`src/rtl/set_mode_sequencer_pkg.sv`:
```
// Shared mode encodings and mode-step function for set_mode_sequencer.
package set_mode_sequencer_pkg;

    localparam logic [2:0] MODE_RUN   = 3'b000;
    localparam logic [2:0] MODE_HOUR  = 3'b100;
    localparam logic [2:0] MODE_MIN   = 3'b101;
    localparam logic [2:0] MODE_DAY   = 3'b110;
    localparam logic [2:0] MODE_MONTH = 3'b111;
    localparam logic [2:0] MODE_YEAR  = 3'b011;

    function automatic logic [2:0] next_mode(input logic [2:0] mode);
        logic [2:0] nxt;
        case (mode)
            MODE_RUN:   nxt = MODE_HOUR;
            MODE_HOUR:  nxt = MODE_MIN;
            MODE_MIN:   nxt = MODE_DAY;
            MODE_DAY:   nxt = MODE_MONTH;
            MODE_MONTH: nxt = MODE_YEAR;
            default:    nxt = MODE_RUN;
        endcase
        return nxt;
    endfunction

endpackage

```
`src/rtl/btn_debounce.sv`:
```
// Two-flop synchroniser plus stability counter; emits a one-cycle press pulse
// registered together with the 0->1 change of the accepted level.
module btn_debounce #(
    parameter int unsigned DEBOUNCE_CYCLES = 500000
) (
    input  logic clk,
    input  logic rst_n,
    input  logic btn_raw_i,
    output logic level_o,
    output logic press_o
);

    localparam int unsigned CntW = $clog2(DEBOUNCE_CYCLES);
    localparam logic [CntW-1:0] CntMax = CntW'(DEBOUNCE_CYCLES - 1);

    logic            sync1_q, sync2_q;
    logic [CntW-1:0] cnt_q, cnt_d;
    logic            level_q, level_d;
    logic            press_q, press_d;

    always_comb begin
        cnt_d   = '0;
        level_d = level_q;
        press_d = 1'b0;
        if (sync2_q != level_q) begin
            if (cnt_q == CntMax) begin
                level_d = ~level_q;
                press_d = ~level_q;
            end else begin
                cnt_d = cnt_q + CntW'(1);
            end
        end
    end

    always_ff @(posedge clk or negedge rst_n) begin
        if (!rst_n) begin
            sync1_q <= 1'b0;
            sync2_q <= 1'b0;
            cnt_q   <= '0;
            level_q <= 1'b0;
            press_q <= 1'b0;
        end else begin
            sync1_q <= btn_raw_i;
            sync2_q <= sync1_q;
            cnt_q   <= cnt_d;
            level_q <= level_d;
            press_q <= press_d;
        end
    end

    assign level_o = level_q;
    assign press_o = press_q;

endmodule

```
`src/rtl/set_mode_sequencer.sv`:
```
// Button front-end for the clock/calendar: steps set modes on MODE, strobes b on INC.
// Optional auto-repeat of INC strobes is enabled by defining SETMODE_AUTOREPEAT_EN.
module set_mode_sequencer #(
    parameter int unsigned DEBOUNCE_CYCLES = 500000,
    parameter int unsigned TIMEOUT_CYCLES  = 500000000,
    parameter int unsigned REPEAT_DELAY    = 50000000,
    parameter int unsigned REPEAT_PERIOD   = 10000000
) (
    input  logic clk,
    input  logic rst_n,
    input  logic btn_mode,
    input  logic btn_inc,
    output logic s2,
    output logic s1,
    output logic s0,
    output logic b,
    output logic setting
);
    import set_mode_sequencer_pkg::*;

    localparam int unsigned ToW = (TIMEOUT_CYCLES > 2) ? $clog2(TIMEOUT_CYCLES) : 1;
    localparam logic [ToW-1:0] ToMax = ToW'((TIMEOUT_CYCLES == 0) ? 0 : TIMEOUT_CYCLES - 1);

    logic           mode_level, mode_press, inc_level, inc_press;
    logic [2:0]     mode_q, mode_d;
    logic           b_q, b_d;
    logic [ToW-1:0] to_q, to_d;
    logic           timeout_hit;

    btn_debounce #(.DEBOUNCE_CYCLES(DEBOUNCE_CYCLES)) u_db_mode (
        .clk       (clk),
        .rst_n     (rst_n),
        .btn_raw_i (btn_mode),
        .level_o   (mode_level),
        .press_o   (mode_press)
    );

    btn_debounce #(.DEBOUNCE_CYCLES(DEBOUNCE_CYCLES)) u_db_inc (
        .clk       (clk),
        .rst_n     (rst_n),
        .btn_raw_i (btn_inc),
        .level_o   (inc_level),
        .press_o   (inc_press)
    );

    logic unused_mode_level;
    assign unused_mode_level = mode_level;

`ifdef SETMODE_AUTOREPEAT_EN
    localparam int unsigned RepMaxCyc = (REPEAT_DELAY > REPEAT_PERIOD) ? REPEAT_DELAY
                                                                       : REPEAT_PERIOD;
    localparam int unsigned RpW = (RepMaxCyc > 2) ? $clog2(RepMaxCyc) : 1;
    localparam logic [RpW-1:0] DelayMax  = RpW'(REPEAT_DELAY - 1);
    localparam logic [RpW-1:0] PeriodMax = RpW'(REPEAT_PERIOD - 1);

    logic           rep_act_q, rep_act_d;
    logic           rep_first_q, rep_first_d;
    logic [RpW-1:0] rep_cnt_q, rep_cnt_d;
`else
    localparam int unsigned unused_repeat = REPEAT_DELAY + REPEAT_PERIOD;
    logic unused_inc_level;
    assign unused_inc_level = inc_level;
`endif

    always_comb begin
        mode_d      = mode_q;
        b_d         = 1'b0;
        to_d        = to_q;
        timeout_hit = 1'b0;
        // MODE takes priority over a coincident INC press.
        if (mode_press) begin
            mode_d = next_mode(mode_q);
            to_d   = '0;
        end else if (mode_q != MODE_RUN) begin
            if (inc_press) begin
                b_d  = 1'b1;
                to_d = '0;
            end else if (TIMEOUT_CYCLES != 0) begin
                if (to_q == ToMax) begin
                    mode_d      = MODE_RUN;
                    to_d        = '0;
                    timeout_hit = 1'b1;
                end else begin
                    to_d = to_q + ToW'(1);
                end
            end
        end else begin
            to_d = '0;
        end
`ifdef SETMODE_AUTOREPEAT_EN
        rep_act_d   = rep_act_q;
        rep_first_d = rep_first_q;
        rep_cnt_d   = rep_cnt_q;
        if (mode_press || timeout_hit || mode_q == MODE_RUN || !inc_level) begin
            rep_act_d = 1'b0;
            rep_cnt_d = '0;
        end else if (inc_press) begin
            rep_act_d   = 1'b1;
            rep_first_d = 1'b1;
            rep_cnt_d   = '0;
        end else if (rep_act_q) begin
            if (rep_cnt_q == (rep_first_q ? DelayMax : PeriodMax)) begin
                b_d         = 1'b1;
                rep_first_d = 1'b0;
                rep_cnt_d   = '0;
            end else begin
                rep_cnt_d = rep_cnt_q + RpW'(1);
            end
        end
`endif
    end

    always_ff @(posedge clk or negedge rst_n) begin
        if (!rst_n) begin
            mode_q <= MODE_RUN;
            b_q    <= 1'b0;
            to_q   <= '0;
        end else begin
            mode_q <= mode_d;
            b_q    <= b_d;
            to_q   <= to_d;
        end
    end

`ifdef SETMODE_AUTOREPEAT_EN
    always_ff @(posedge clk or negedge rst_n) begin
        if (!rst_n) begin
            rep_act_q   <= 1'b0;
            rep_first_q <= 1'b0;
            rep_cnt_q   <= '0;
        end else begin
            rep_act_q   <= rep_act_d;
            rep_first_q <= rep_first_d;
            rep_cnt_q   <= rep_cnt_d;
        end
    end
`endif

    assign {s2, s1, s0} = mode_q;
    assign b            = b_q;
    assign setting      = (mode_q != MODE_RUN);

endmodule

```
`config.mk`:
```
export PLATFORM = sky130hd
export DESIGN_NAME = set_mode_sequencer
export DESIGN_NICKNAME = d
export VERILOG_FILES = /design/src/rtl/set_mode_sequencer_pkg.sv /design/src/rtl/btn_debounce.sv /design/src/rtl/set_mode_sequencer.sv
export SDC_FILE = /design/constraint.sdc
export NUM_CORES = 1
export LEC_CHECK = 0
export CAP_MARGIN = 5
export CORE_ASPECT_RATIO = 1.5
export CORE_MARGIN = 10
export CORE_UTILIZATION = 66
export DETAILED_ROUTE_END_ITERATION = 8
export GPL_ROUTABILITY_DRIVEN = 0
export PLACE_DENSITY = 0.84
export SYNTH_ARGS = -nofsm -noshare
export SYNTH_HDL_FRONTEND = slang
export SYNTH_HIERARCHICAL = 1
export SYNTH_SLANG_ARGS = --single-unit
```
`constraint.sdc`:
```
create_clock -name clk -period 3.62 [get_ports clk]
set_input_delay 0.724 -clock clk [delete_from_list [all_inputs] [get_ports clk]]
set_output_delay 0.724 -clock clk [all_outputs]
set_load 0.02 [all_outputs]
```
After elaboration in Yosys (flattened, before gate mapping)
Index checks and enable logic that the tools add are counted.
W data, S select, Z words.

storage, ports and cells
  register bits after elaboration = 79
  input port bits = 4
  logic and storage cells = 55

operators by class
  mux-type cells = 20
  add/subtract/negate cells = 3
  bitwise gates (word level) = 2
  reductions and logical operators = 7
  equality and inequality tests = 10

operators with widths
  cell                     number
  $mux W29                 4
  $mux W19                 4
  $add A19 B1 Y19 const B  2
  $eq A19 B19 Y1 const B   2
  $add A29 B1 Y29 const B  1
  $eq A29 B29 Y1 const B   1
  $pmux W3 S5              1
  $eq A3 B3 Y1 const B     4
  $mux W3                  4
  $mux W1                  7
  $reduce_and A2 Y1        2
  $reduce_bool A2 Y1       2
  $logic_not A3 Y1         1
  $reduce_and A3 Y1        1
  $reduce_bool A3 Y1       1
  $ne A1 B1 Y1             2
  $ne A2 B2 Y1 const B     1
  $not A1 Y1               2

Longest topological paths before layout
  depth in word-level cells = 5
  depth in mapped cells = 7
  gate-level depth less buffers = 6

Modules after synthesis
The synthesis kept the hierarchy.

modules (own cells, without submodules)
  module              area each (um^2)  cells each  instances
  btn_debounce        1118.6            110         2
  set_mode_sequencer  1784.2            189         1

Worst setup path after synthesis
Ideal clock, no wire load.

  path kind = register to register
  from = reg to_q[17]
  to = reg to_q[22]
  library setup time = 119 ps
  stages on the path, launching flop included = 7
  arrival = 1775 ps
  required time = 3501 ps
  slack = 1726 ps
  path through = dfrtp_1 -> or4_4 -> nor4_4 -> nand2_4 -> o21ai_4 -> buf_12 -> nor2_2

on the way
  cells in the longest elaborated chain, start to end = 5

RTL lines
  element                                                   line                                                source
  from (decl)                                               set_mode_sequencer.sv:27                            logic [ToW-1:0] to_q, to_d;
  from (signal assigned)                                    set_mode_sequencer.sv:121                           to_q <= to_d;
  $add A29 B1 Y29 / $eq A29 B29 Y1 (equally long branches)  set_mode_sequencer.sv:84, set_mode_sequencer.sv:79
  $mux W29 (*)                                              set_mode_sequencer.sv:79                            if (to_q == ToMax) begin
  $mux W29 (*)                                              set_mode_sequencer.sv:75                            if (inc_press) begin
  $mux W29 (*)                                              set_mode_sequencer.sv:74                            end else if (mode_q != MODE_RUN) begin
  $mux W29 (*)                                              set_mode_sequencer.sv:71                            if (mode_press) begin
  via to_d[22]                                              set_mode_sequencer.sv:27

The timed path passes the listed nets; every way through them passes the cells marked *.
A chain may end at the register's enable or synchronous reset.

Worst setup path after layout
  from = reg mode_q[2]
  to = out setting

on the way
  cells in the longest elaborated chain, start to end = 1

RTL lines
  element                 line                       source
  from (decl)             set_mode_sequencer.sv:25   logic [2:0] mode_q, mode_d;
  from (signal assigned)  set_mode_sequencer.sv:119  mode_q <= mode_d;
  $reduce_bool A3 Y1      set_mode_sequencer.sv:141  assign setting = (mode_q != MODE_RUN);
  to (decl)               set_mode_sequencer.sv:17   output logic setting

Every way passes these cells.

==> flow_summary.ini <==
[grt]
grt_pass1_wl_um = 14010
grt_pass1_vias = 3166
antenna_found_initial = 0
grt_max_degree = 80
overflow = 0
track_usage = 0.1725

[timing]
rsz0062_at_grt = false
fin_setup_tns_ps = 0
relSlewSlack = 0.3767
worst-slew-pin-transition_ps = 934.9
fmax_mhz = 401.3
skew_ps = 11.48
post-route-period-util = 0.6884
slew_viol_final = 0
hold_violations = 0
setup-violations-final = 0
final.min_clock_period_ps = 2492
setup_ws_ps = 1128

[clock_network]
clock_sinks = 79
clockRootBuffer = clkbuf_8
clock_path_buffers = 2
postCtsSetupBuffers = 0
clk_latency_ps = 350
post_cts_resized = 0
clk_pin_slew_worst_paths_ps = 80
htreeDepth = 3
cts_tree = done
cts_made_buffers = 9
cts_hold_buffers = 0

[synthesis]
synth_top_area_frac = 0.4916
synthFlopType = dfrtp_1
synthMuxAreaShare = 0.008090
synthAdderAreaFrac = 0.009334
ys_seq_area_frac = 0.4916
yosysMostFrequentCell = dfrtp_1
yosys_warnings = 6
synth-seq-cells = 79
synthesis.area_um2 = 4021
synth_top_family_by_area = simple AND/OR/NAND/NOR gates
ys_types = 47
avgSynthCellArea_um2 = 9.832
synth_compound_area_frac = 0.06565
synth_top_cells_by_area = dfrtp_1 (49%), xnor2_1 (7.2%), nor2_1 (5.3%), nand4_1 (4.4%), xor2_1 (3.5%)
synthArstFlopShare = 1.000
synth-xor-area-share = 0.1067
synthCells = 409
synth_commonest_cells = dfrtp_1 (79), nor2_1 (57), xnor2_1 (33)
synth_top_cell_by_area = dfrtp_1
synth-edff-count = 0
synthSimpleGateAreaFrac = 0.2934
syn_nets = 416

[placed_design]
placed_area_um2 = 4133
hpwl_um = 5617
dp_slack_ps = 1473
io_buffers = 8

[finish]
filler_cell_count = 408
multi_input_area_um2 = 1943
post_route_cells_drive_above_1_share = 0.1135
area_growth_pct = 7.405
fin_area_um2 = 4319
regArea_um2 = 1977
diodes = 0
nets = 426

[power]
fin_total_pwr_mw = 1.563
p_leak_nw = 1.631
ir_worst_vdd_mv = 0.2944
power_density_nw_per_um2 = 362.0

[worst_setup_path]
cp-start-kind = flip-flop
cp.arrival_ps = 1770
path_cells = or3_1 > clkdlybuf4s50_1
endpoint_kind = output pin
max_stage_delay_ps = 560
required_ps = 2900
path_class = flip-flop to output pin
slowest_stage = clkdlybuf4s50_1
worstPathMaxFanout = 6

[detailed_routing]
wirelength_um = 8098
drt_iter0_markers = 174
ant_nets = 0
drc = 0
vias = 3038
first_pass_iters = 4
wl_per_cell_um = 16.36
via_per_inst = 6.137

[floorplan]
dieArea_um2 = 9680
initial_core_util = 0.6850
io_pins = 9
die_y_um = 115.6
fp-row-count = 34
die_w_um = 83.74
core_um2 = 5871

[hold_path]
hold_path_class = flip-flop to flip-flop

[status]
status = finished, final reports clean

[flow_run]
maxCapViolations = 0
==> critical path: cells and delay by family (launching register included) <==
kind | cells | cell delay [ps]
buf+inv | 1 | 560
flops | 1 | 430
simple gates | 1 | 430
==> sequential cells by signal, indices dropped and copies added, names as in the netlist, 3 cells and up <==
name and flops:
to_q 29, u_db_inc/cnt_q 19, u_db_mode/cnt_q 19, mode_q 3
==> path summary, 6_finish.rpt <==
| check | startpoint | to | slack [ps] | depth (start not counted) |
|---|---|---|---|---|
| hold / removal | u_db_mode/sync1_q$_DFF_PN0_ | u_db_mode/sync2_q$_DFF_PN0_ | 350 | 0 |
| setup reg to reg | to_q[17]$_DFF_PN0_ | to_q[11]$_DFF_PN0_ | 1440 | 5 |
| hold reg to reg | u_db_mode/sync1_q$_DFF_PN0_ | u_db_mode/sync2_q$_DFF_PN0_ | 350 | 0 |
| setup / recovery | mode_q[2]$_DFFE_PN0P_ | setting | 1130 | 2 |
| min in group asynchronous | rst_n | to_q[22]$_DFF_PN0_ | 500 | 1 |
| max in group asynchronous | rst_n | u_db_inc/level_o$_DFFE_PN0P_ | 2500 | 1 |
==> routing by layer <==
layer | part of all wire | global-route usage | vias to the layer above | wire length [um]
met5 | 0 | 0 | - | 0
met4 | 0.028 | 0.09742 | 0 | 229
met3 | 0.036 | 0.04213 | 24 | 295
met2 | 0.53 | 0.3024 | 70 | 4312
met1 | 0.40 | 0.1870 | 1471 | 3260
li1 | - | - | 1473 | -
==> cell families (layout without fill, tap and decap cells) <==
kind of cell	after synthesis	count (layout)
flip-flops	79	79
AO/OA/AOI/OAI	37	37
adder cells (fa/ha/maj)	3	3
XOR/XNOR	49	49
buffers and inverters	21	35
AND/OR/NAND/NOR	217	217
multiplexers	3	3
==> power by group <==
part / internal [mW] / total, mW / switching (mW)
Sequential: 0.889 / 0.899 / 0.0101
Clock: 0.313 / 0.626 / 0.313
Combinational: 0.00994 / 0.0379 / 0.0280
==> area by class of cell <==
type / count / share of cell area
tap: 72 / 0.02086
clock buffer: 9 / 0.02868
inverter: 12 / 0.01043
timing repair buffer: 8 / 0.01796
sequential: 79 / 0.4577
multi-input combinational: 309 / 0.4499
clock inverter: 6 / 0.01448
==> cells in the final DEF, fill, tap and decap left out, drive strengths merged, types with 4 or more instances in the layout <==
master	instances
and2	6
xnor2	33
and3	5
nor4b	5
nand4	30
nor4	12
clkinv	5
or3	5
nand2	33
inv	12
nor3	17
nand3	24
clkbuf	9
clkdlybuf4s50	7
a21oi	18
xor2	16
nor2	67
and4	4
dfrtp	79
o21ai	8
==> metrics by stage <==
step | util | hold WS [ps] | instances
final | 0.7357 | 349.2 | 495
after CTS | 0.7357 | 351.4 | 495
after floorplan | - | 331.2 | 409
after detailed placement | 0.7040 | 334.7 | 480
after global placement | 0.7040 | 333.2 | 480
after global routing | 0.7357 | 372.5 | 495
Power figures use the tool's default switching activity.
